File: config.mk
export PLATFORM = sky130hd
export DESIGN_NAME = fifo_rom_lookup_engine
export DESIGN_NICKNAME = d
export VERILOG_FILES = /design/src/rtl/fifo_rom_lookup_engine.sv
export SDC_FILE = /design/constraint.sdc
export NUM_CORES = 1
export LEC_CHECK = 0
export ABC_AREA = 1
export CORE_UTILIZATION = 35
export DETAILED_ROUTE_END_ITERATION = 10
export PLACE_DENSITY = 0.52
export RECOVER_POWER = 25
export SETUP_SLACK_MARGIN = 0.3
export SYNTH_ARGS = -nofsm -noshare
export SYNTH_HDL_FRONTEND = slang
export SYNTH_SLANG_ARGS = --single-unit
File: constraint.sdc
create_clock -name clk -period 3 [get_ports clk]
set_clock_uncertainty 0.1 [all_clocks]
set_input_delay 0.45 -clock clk [delete_from_list [all_inputs] [get_ports clk]]
set_output_delay 0.45 -clock clk [all_outputs]
set_load 0.05 [all_outputs]
File: src/rtl/fifo_rom_lookup_engine.sv
`timescale 1ns/1ps
// Pops {tag, idx} words from a first-word-fall-through FIFO, reads the ROM at base_addr+idx and
// returns {tag, rom_data} in issue order through a result buffer, with bounded outstanding lookups.
module fifo_rom_lookup_engine #(
    parameter int TAG_W    = 4,
    parameter int IDX_W    = 8,
    parameter int ADDR_W   = 8,
    parameter int DATA_W   = 32,
    parameter int MAX_OUT  = 4,
    parameter int SAT_MODE = 0
) (
    input  logic                         clk,
    input  logic                         rst_n,
    input  logic                         enable,
    input  logic                         fifo_empty,
    input  logic [TAG_W+IDX_W-1:0]       fifo_data,
    output logic                         fifo_rd_en,
    input  logic [ADDR_W-1:0]            base_addr,
    output logic                         rom_ce,
    output logic [ADDR_W-1:0]            rom_addr,
    input  logic [DATA_W-1:0]            rom_data,
    input  logic                         rom_valid,
    output logic                         res_valid,
    input  logic                         res_ready,
    output logic [TAG_W+DATA_W-1:0]      res_data,
    output logic                         busy,
    output logic [$clog2(MAX_OUT+1)-1:0] occupancy,
    output logic                         err_unexp
);

    localparam int OCC_W = $clog2(MAX_OUT + 1);
    localparam int PTR_W = $clog2(MAX_OUT);
    localparam int RES_W = TAG_W + DATA_W;

    localparam logic [OCC_W-1:0] OCC_MAX = OCC_W'(MAX_OUT);
    localparam logic [OCC_W-1:0] OCC_ONE = OCC_W'(1);
    localparam logic [PTR_W-1:0] PTR_ONE = PTR_W'(1);

    localparam logic [1:0] S_IDLE  = 2'd0;
    localparam logic [1:0] S_RUN   = 2'd1;
    localparam logic [1:0] S_DRAIN = 2'd2;

    logic [1:0]        r_state;
    logic [OCC_W-1:0]  r_occ;

    logic [TAG_W-1:0]  r_tag_mem [MAX_OUT];
    logic [PTR_W-1:0]  r_tag_wr;
    logic [PTR_W-1:0]  r_tag_rd;
    logic [OCC_W-1:0]  r_tag_cnt;

    logic [RES_W-1:0]  r_res_mem [MAX_OUT];
    logic [PTR_W-1:0]  r_res_wr;
    logic [PTR_W-1:0]  r_res_rd;
    logic [OCC_W-1:0]  r_res_cnt;

    logic              r_rom_ce;
    logic [ADDR_W-1:0] r_rom_addr;
    logic              r_err;

    logic              w_issue;
    logic              w_pop;
    logic              w_rsp_ok;
    logic              w_rsp_bad;
    logic [TAG_W-1:0]  w_tag;
    logic [ADDR_W-1:0] w_idx_ext;
    logic [ADDR_W:0]   w_sum;
    logic [ADDR_W-1:0] w_addr;

    assign w_tag = fifo_data[TAG_W+IDX_W-1:IDX_W];

    generate
        if (IDX_W >= ADDR_W) begin : g_idx_trunc
            assign w_idx_ext = fifo_data[ADDR_W-1:0];
        end else begin : g_idx_zext
            assign w_idx_ext = {{(ADDR_W-IDX_W){1'b0}}, fifo_data[IDX_W-1:0]};
        end
    endgenerate

    // One extra bit of headroom so the carry decides between wrap and saturate.
    assign w_sum  = {1'b0, base_addr} + {1'b0, w_idx_ext};
    assign w_addr = ((SAT_MODE != 0) && w_sum[ADDR_W]) ? {ADDR_W{1'b1}} : w_sum[ADDR_W-1:0];

    // Credits come only from the registered occupancy, so a same-cycle pop never frees a slot early.
    assign w_issue   = rst_n && (r_state == S_RUN) && enable && !fifo_empty && (r_occ < OCC_MAX);
    assign w_pop     = rst_n && (r_res_cnt != '0) && res_ready;
    assign w_rsp_ok  = rst_n && rom_valid && (r_tag_cnt != '0);
    assign w_rsp_bad = rst_n && rom_valid && (r_tag_cnt == '0);

    assign fifo_rd_en = w_issue;
    assign rom_ce     = r_rom_ce;
    assign rom_addr   = r_rom_addr;
    assign res_valid  = (r_res_cnt != '0);
    assign res_data   = (r_res_cnt != '0) ? r_res_mem[r_res_rd] : '0;
    assign busy       = (r_state != S_IDLE);
    assign occupancy  = r_occ;
    assign err_unexp  = r_err;

    always_ff @(posedge clk) begin
        if (!rst_n) begin
            r_state <= S_IDLE;
        end else begin
            case (r_state)
                S_IDLE:  if (enable)         r_state <= S_RUN;
                S_RUN:   if (!enable)        r_state <= S_DRAIN;
                S_DRAIN: if (r_occ == '0)    r_state <= S_IDLE;
                default:                     r_state <= S_IDLE;
            endcase
        end
    end

    always_ff @(posedge clk) begin
        if (!rst_n) begin
            r_occ <= '0;
        end else begin
            case ({w_issue, w_pop})
                2'b10:   r_occ <= r_occ + OCC_ONE;
                2'b01:   r_occ <= r_occ - OCC_ONE;
                default: r_occ <= r_occ;
            endcase
        end
    end

    always_ff @(posedge clk) begin
        if (!rst_n) begin
            r_rom_ce   <= 1'b0;
            r_rom_addr <= '0;
        end else begin
            r_rom_ce <= w_issue;
            if (w_issue) begin
                r_rom_addr <= w_addr;
            end
        end
    end

    always_ff @(posedge clk) begin
        if (!rst_n) begin
            r_err <= 1'b0;
        end else if (w_rsp_bad) begin
            r_err <= 1'b1;
        end
    end

    // Tag queue: written at issue, consumed by each accepted ROM response.
    always_ff @(posedge clk) begin
        if (!rst_n) begin
            r_tag_wr  <= '0;
            r_tag_rd  <= '0;
            r_tag_cnt <= '0;
        end else begin
            if (w_issue)  r_tag_wr <= r_tag_wr + PTR_ONE;
            if (w_rsp_ok) r_tag_rd <= r_tag_rd + PTR_ONE;
            case ({w_issue, w_rsp_ok})
                2'b10:   r_tag_cnt <= r_tag_cnt + OCC_ONE;
                2'b01:   r_tag_cnt <= r_tag_cnt - OCC_ONE;
                default: r_tag_cnt <= r_tag_cnt;
            endcase
        end
    end

    always_ff @(posedge clk) begin
        if (w_issue) begin
            r_tag_mem[r_tag_wr] <= w_tag;
        end
    end

    // Result buffer: tag and data counts together never exceed occupancy, so no overflow check.
    always_ff @(posedge clk) begin
        if (!rst_n) begin
            r_res_wr  <= '0;
            r_res_rd  <= '0;
            r_res_cnt <= '0;
        end else begin
            if (w_rsp_ok) r_res_wr <= r_res_wr + PTR_ONE;
            if (w_pop)    r_res_rd <= r_res_rd + PTR_ONE;
            case ({w_rsp_ok, w_pop})
                2'b10:   r_res_cnt <= r_res_cnt + OCC_ONE;
                2'b01:   r_res_cnt <= r_res_cnt - OCC_ONE;
                default: r_res_cnt <= r_res_cnt;
            endcase
        end
    end

    always_ff @(posedge clk) begin
        if (w_rsp_ok) begin
            r_res_mem[r_res_wr] <= {r_tag_mem[r_tag_rd], rom_data};
        end
    end

endmodule
==> flow_metrics.env <==
export IMPL_numCtsBuffers=17
export IMPL_required_ps=2450
export IMPL_vias_per_cell=4.81
export IMPL_cp_slowest_cell="dfxtp_1"
export IMPL_num_vias=5366
export IMPL_cpPeakStageDelay_ps=370
export IMPL_crit_type="reg -> out"
export IMPL_start_util=0.362
export IMPL_crit_fanout=22
export IMPL_die_y_um=153
export IMPL_portBuffers=109
export IMPL_cts_root_buf="clkbuf_16"
export IMPL_syn_inst=707
export IMPL_hold_slack_ps=367
export IMPL_hpwl_um=11000
export IMPL_place_congestion=0.784
export IMPL_synth_mux_area_frac=0
export IMPL_rrSetupSlack_ps=780
export IMPL_r2r_start="r_res_cnt[0]$_SDFFE_PN0P_"
export IMPL_rsz0062_at_grt="true"
export IMPL_post_route_period_util=0.865
export IMPL_rows=54
export IMPL_diodes=0
export IMPL_multi_input_area_mm2=0.00219
export IMPL_area_delta_synth_final_pct=30.9
export IMPL_grt_max_degree=39
export IMPL_cp_end_kind="output pin"
export IMPL_wl_um=17000
export IMPL_period_minus_slack_ps=2600
export IMPL_grt_overflow_total=0
export IMPL_synth_compound_area_frac=0.105
export IMPL_clk_latency_ps=430
export IMPL_path_clk_slew_ps=70
export IMPL_hold_viol_final=0
export IMPL_wire_per_inst_um=15.3
export IMPL_cts_hold_buf=0
export IMPL_fp_coreArea_mm2=0.0221
export IMPL_synth_seq_cells=193
export IMPL_async_flop_share=0
export IMPL_hold_start="r_res_rd[1]$_SDFFE_PN0P_"
export IMPL_remaining_drc_errors=0
export IMPL_arrival_ps=2050
export IMPL_drv_slew=0
export IMPL_drt_iter0_drc=310
export IMPL_relSlewSlack=0.643
export IMPL_fin_nets=902
export IMPL_yosysUniqueCellTypes=34
export IMPL_antenna_found_initial=0
export IMPL_synth_xor_area_frac=0.00328
export IMPL_fmax_mhz=385
export IMPL_ff_latch_area_mm2=0.00547
export IMPL_path_delay_family="buffers and inverters"
export IMPL_maxCapViolCount=0
export IMPL_synth_area_mm2=0.00801
export IMPL_cts_htree_levels=4
export IMPL_synth_nets=787
export IMPL_cpMostUsedCell="buf_12"
export IMPL_nFillCells=1970
export IMPL_cts_tree="built"
export IMPL_cts_sinks=193
export IMPL_p_per_area_mw_per_mm2=538
export IMPL_synthAdderAreaFrac=0.0381
export IMPL_crit_start="r_res_cnt[0]$_SDFFE_PN0P_"
export IMPL_ys_warn_count=0
export IMPL_avgSynthCellArea_um2=11.3
export IMPL_drive_gt1_frac=0.128
export IMPL_grt_usage=0.151
export IMPL_hold_class="reg -> reg"
export IMPL_ir_worst_vdd_uv=362
export IMPL_grt_pass1_vias=5288
export IMPL_synth_top_family_by_area="simple AND/OR/NAND/NOR gates"
export IMPL_yosys_area_share_simple=0.123
export IMPL_ant_nets=0
export IMPL_ioPinCount=110
export IMPL_yosysSeqAreaShare=0.683
export IMPL_synth_edff_count=160
export IMPL_setup_viol=0
export IMPL_path_cells="inv_1 -> nand3_1 -> inv_2 -> buf_12 -> a21oi_1 -> buf_12"
export IMPL_fp_dieArea_mm2=0.0235
export IMPL_critPathLaunchType="register"
export IMPL_synthFlopType="edfxtp_1"
export IMPL_finalSetupTns_ps=0
export IMPL_clockBufferDepth=2
export IMPL_outcome="completed"
export IMPL_tightest_slew_ps=534
export IMPL_first_pass_iters=5
export IMPL_leakage_nw=3.76
export IMPL_die_w_um=153
export IMPL_grt_pass1_wl_um=27100
export IMPL_crit_buf_inv=4
export IMPL_post_cts_buffers=0
==> layer usage <==
layer / global-route usage / up-vias / share of wire
met1: 0.176 / 2564 / 0.43
met5: 0 / - / 0
met4: 0.0563 / 0 / 0.012
li1: - / 2659 / -
met3: 0.0284 / 20 / 0.035
met2: 0.272 / 123 / 0.53
==> sequential cells by signal (all words and copies together) (netlist names), named ones only <==
signal and count:
r_res_rd 2, occupancy 3, err_unexp 1, r_res_cnt 3, rom_addr 8, rom_ce 1, r_tag_mem 16, r_tag_rd 2
r_res_wr 2, r_state 2, r_tag_cnt 3, r_res_mem 144, r_tag_wr 2
==> final timing paths <==
check / to / cells after the start
worst min-delay path: register / 2
worst max-delay path: res_data[4] / 6
worst max register to register: r_res_cnt[2]$_SDFFE_PN0P_ / 11
worst min register to register: register / 2
==> per-stage QoR <==
step	utilization	setup WS (ps)	instances	total power [W]	instance area, um2
6_report	0.474	404	1115	0.00564	10500
5_1_grt	0.474	299	1115	0.00581	10500
4_1_cts	0.474	288	1115	0.00568	10500
3_5_place_dp	0.446	231	1083	0.00341	9860
3_3_place_gp	0.446	286	1083	0.00340	9860
2_1_floorplan	-	193	707	0.00318	8010
==> layout by cell type (no fill, tap or decap), types with 2 or more instances in the layout <==
cell type        synthesis  final
clkinvlp_4               0      3
buf_6                    1      3
a21oi_1                 59     59
o21ai_0                 82     82
dfxtp_4                  0      2
clkinv_4                 1      3
nand2_4                  2      2
nor2_4                   1      5
xor2_1                   2      2
nor2_1                 176    172
or2_2                    2      2
nand2_1                 38     38
edfxtp_1               160    160
buf_4                    3     11
inv_1                   47     47
o21ai_1                 16     16
o22ai_1                  5      5
buf_12                   1     41
nand3_1                 12     12
inv_6                    0      3
clkbuf_16                0     17
dfxtp_1                 33     31
fa_1                     4      4
nand3_2                  2      2
inv_2                    5      4
nand3b_1                 3      3
dlygate4sd3_1            0     26
clkdlybuf4s50_1          0     46
ha_1                    18     18
bufinv_16                0      3
==> power by group <==
part | switching [W] | internal (W) | total [W]
combinational | 0.000238 | 0.000187 | 0.000425
clock | 0.000974 | 0.00132 | 0.00230
sequential | 0.0000103 | 0.00291 | 0.00292
total | 0.00122 | 0.00441 | 0.00564
==> logic make-up (layout without fill, tap and decap cells) <==
kind of cell    after synthesis  in the layout
simple gates                241            241
flops                       193            193
compound gates              164            164
buf+inv                      84            212
fa+ha+maj                    22             22
xor+xnor                      3              3
==> tightest hold or removal path, delay by kind of cell (launching register included) <==
| kind | cells | cell delay, ps |
|---|---|---|
| flip-flops | 1 | 310 |
| AO/OA/AOI/OAI | 1 | 70 |
| buffers and inverters | 1 | 50 |
==> what timing repair did <==
item                                   in CTS  in global routing
endpoints found under the hold margin       0                  0
gates cloned                                0                  0
gates resized for setup                     2                  4
setup endpoints to repair                  36                 31
==> final cells by class <==
type,count,share of cell area
Timing Repair Buffer,127,0.158
Sequential cell,193,0.522
Multi-Input combinational cell,430,0.209
Tap cell,280,0.0334
Clock buffer,18,0.0409
Clock inverter,14,0.0168
Inverter,53,0.0197
==> cell usage after synthesis (2+ instances only) <==
cell	number	area share
xor2_1	2	0.0022
clkbuf_2	7	0.0044
o22ai_1	5	0.0039
a21oi_1	59	0.037
buf_2	15	0.0094
clkbuf_1	4	0.0019
nand3b_1	3	0.0028
nand3_2	2	0.0025
o21ai_1	16	0.010
nor2_1	176	0.083
inv_2	5	0.0023
nand2_4	2	0.0028
nand3_1	12	0.0075
dfxtp_1	33	0.083
inv_1	47	0.022
or2_2	2	0.0016
buf_4	3	0.0028
ha_1	18	0.028
edfxtp_1	160	0.60
o21ai_0	82	0.051
nand2_1	38	0.018
fa_1	4	0.010
No activity file was read; power rests on OpenSTA's default activity.
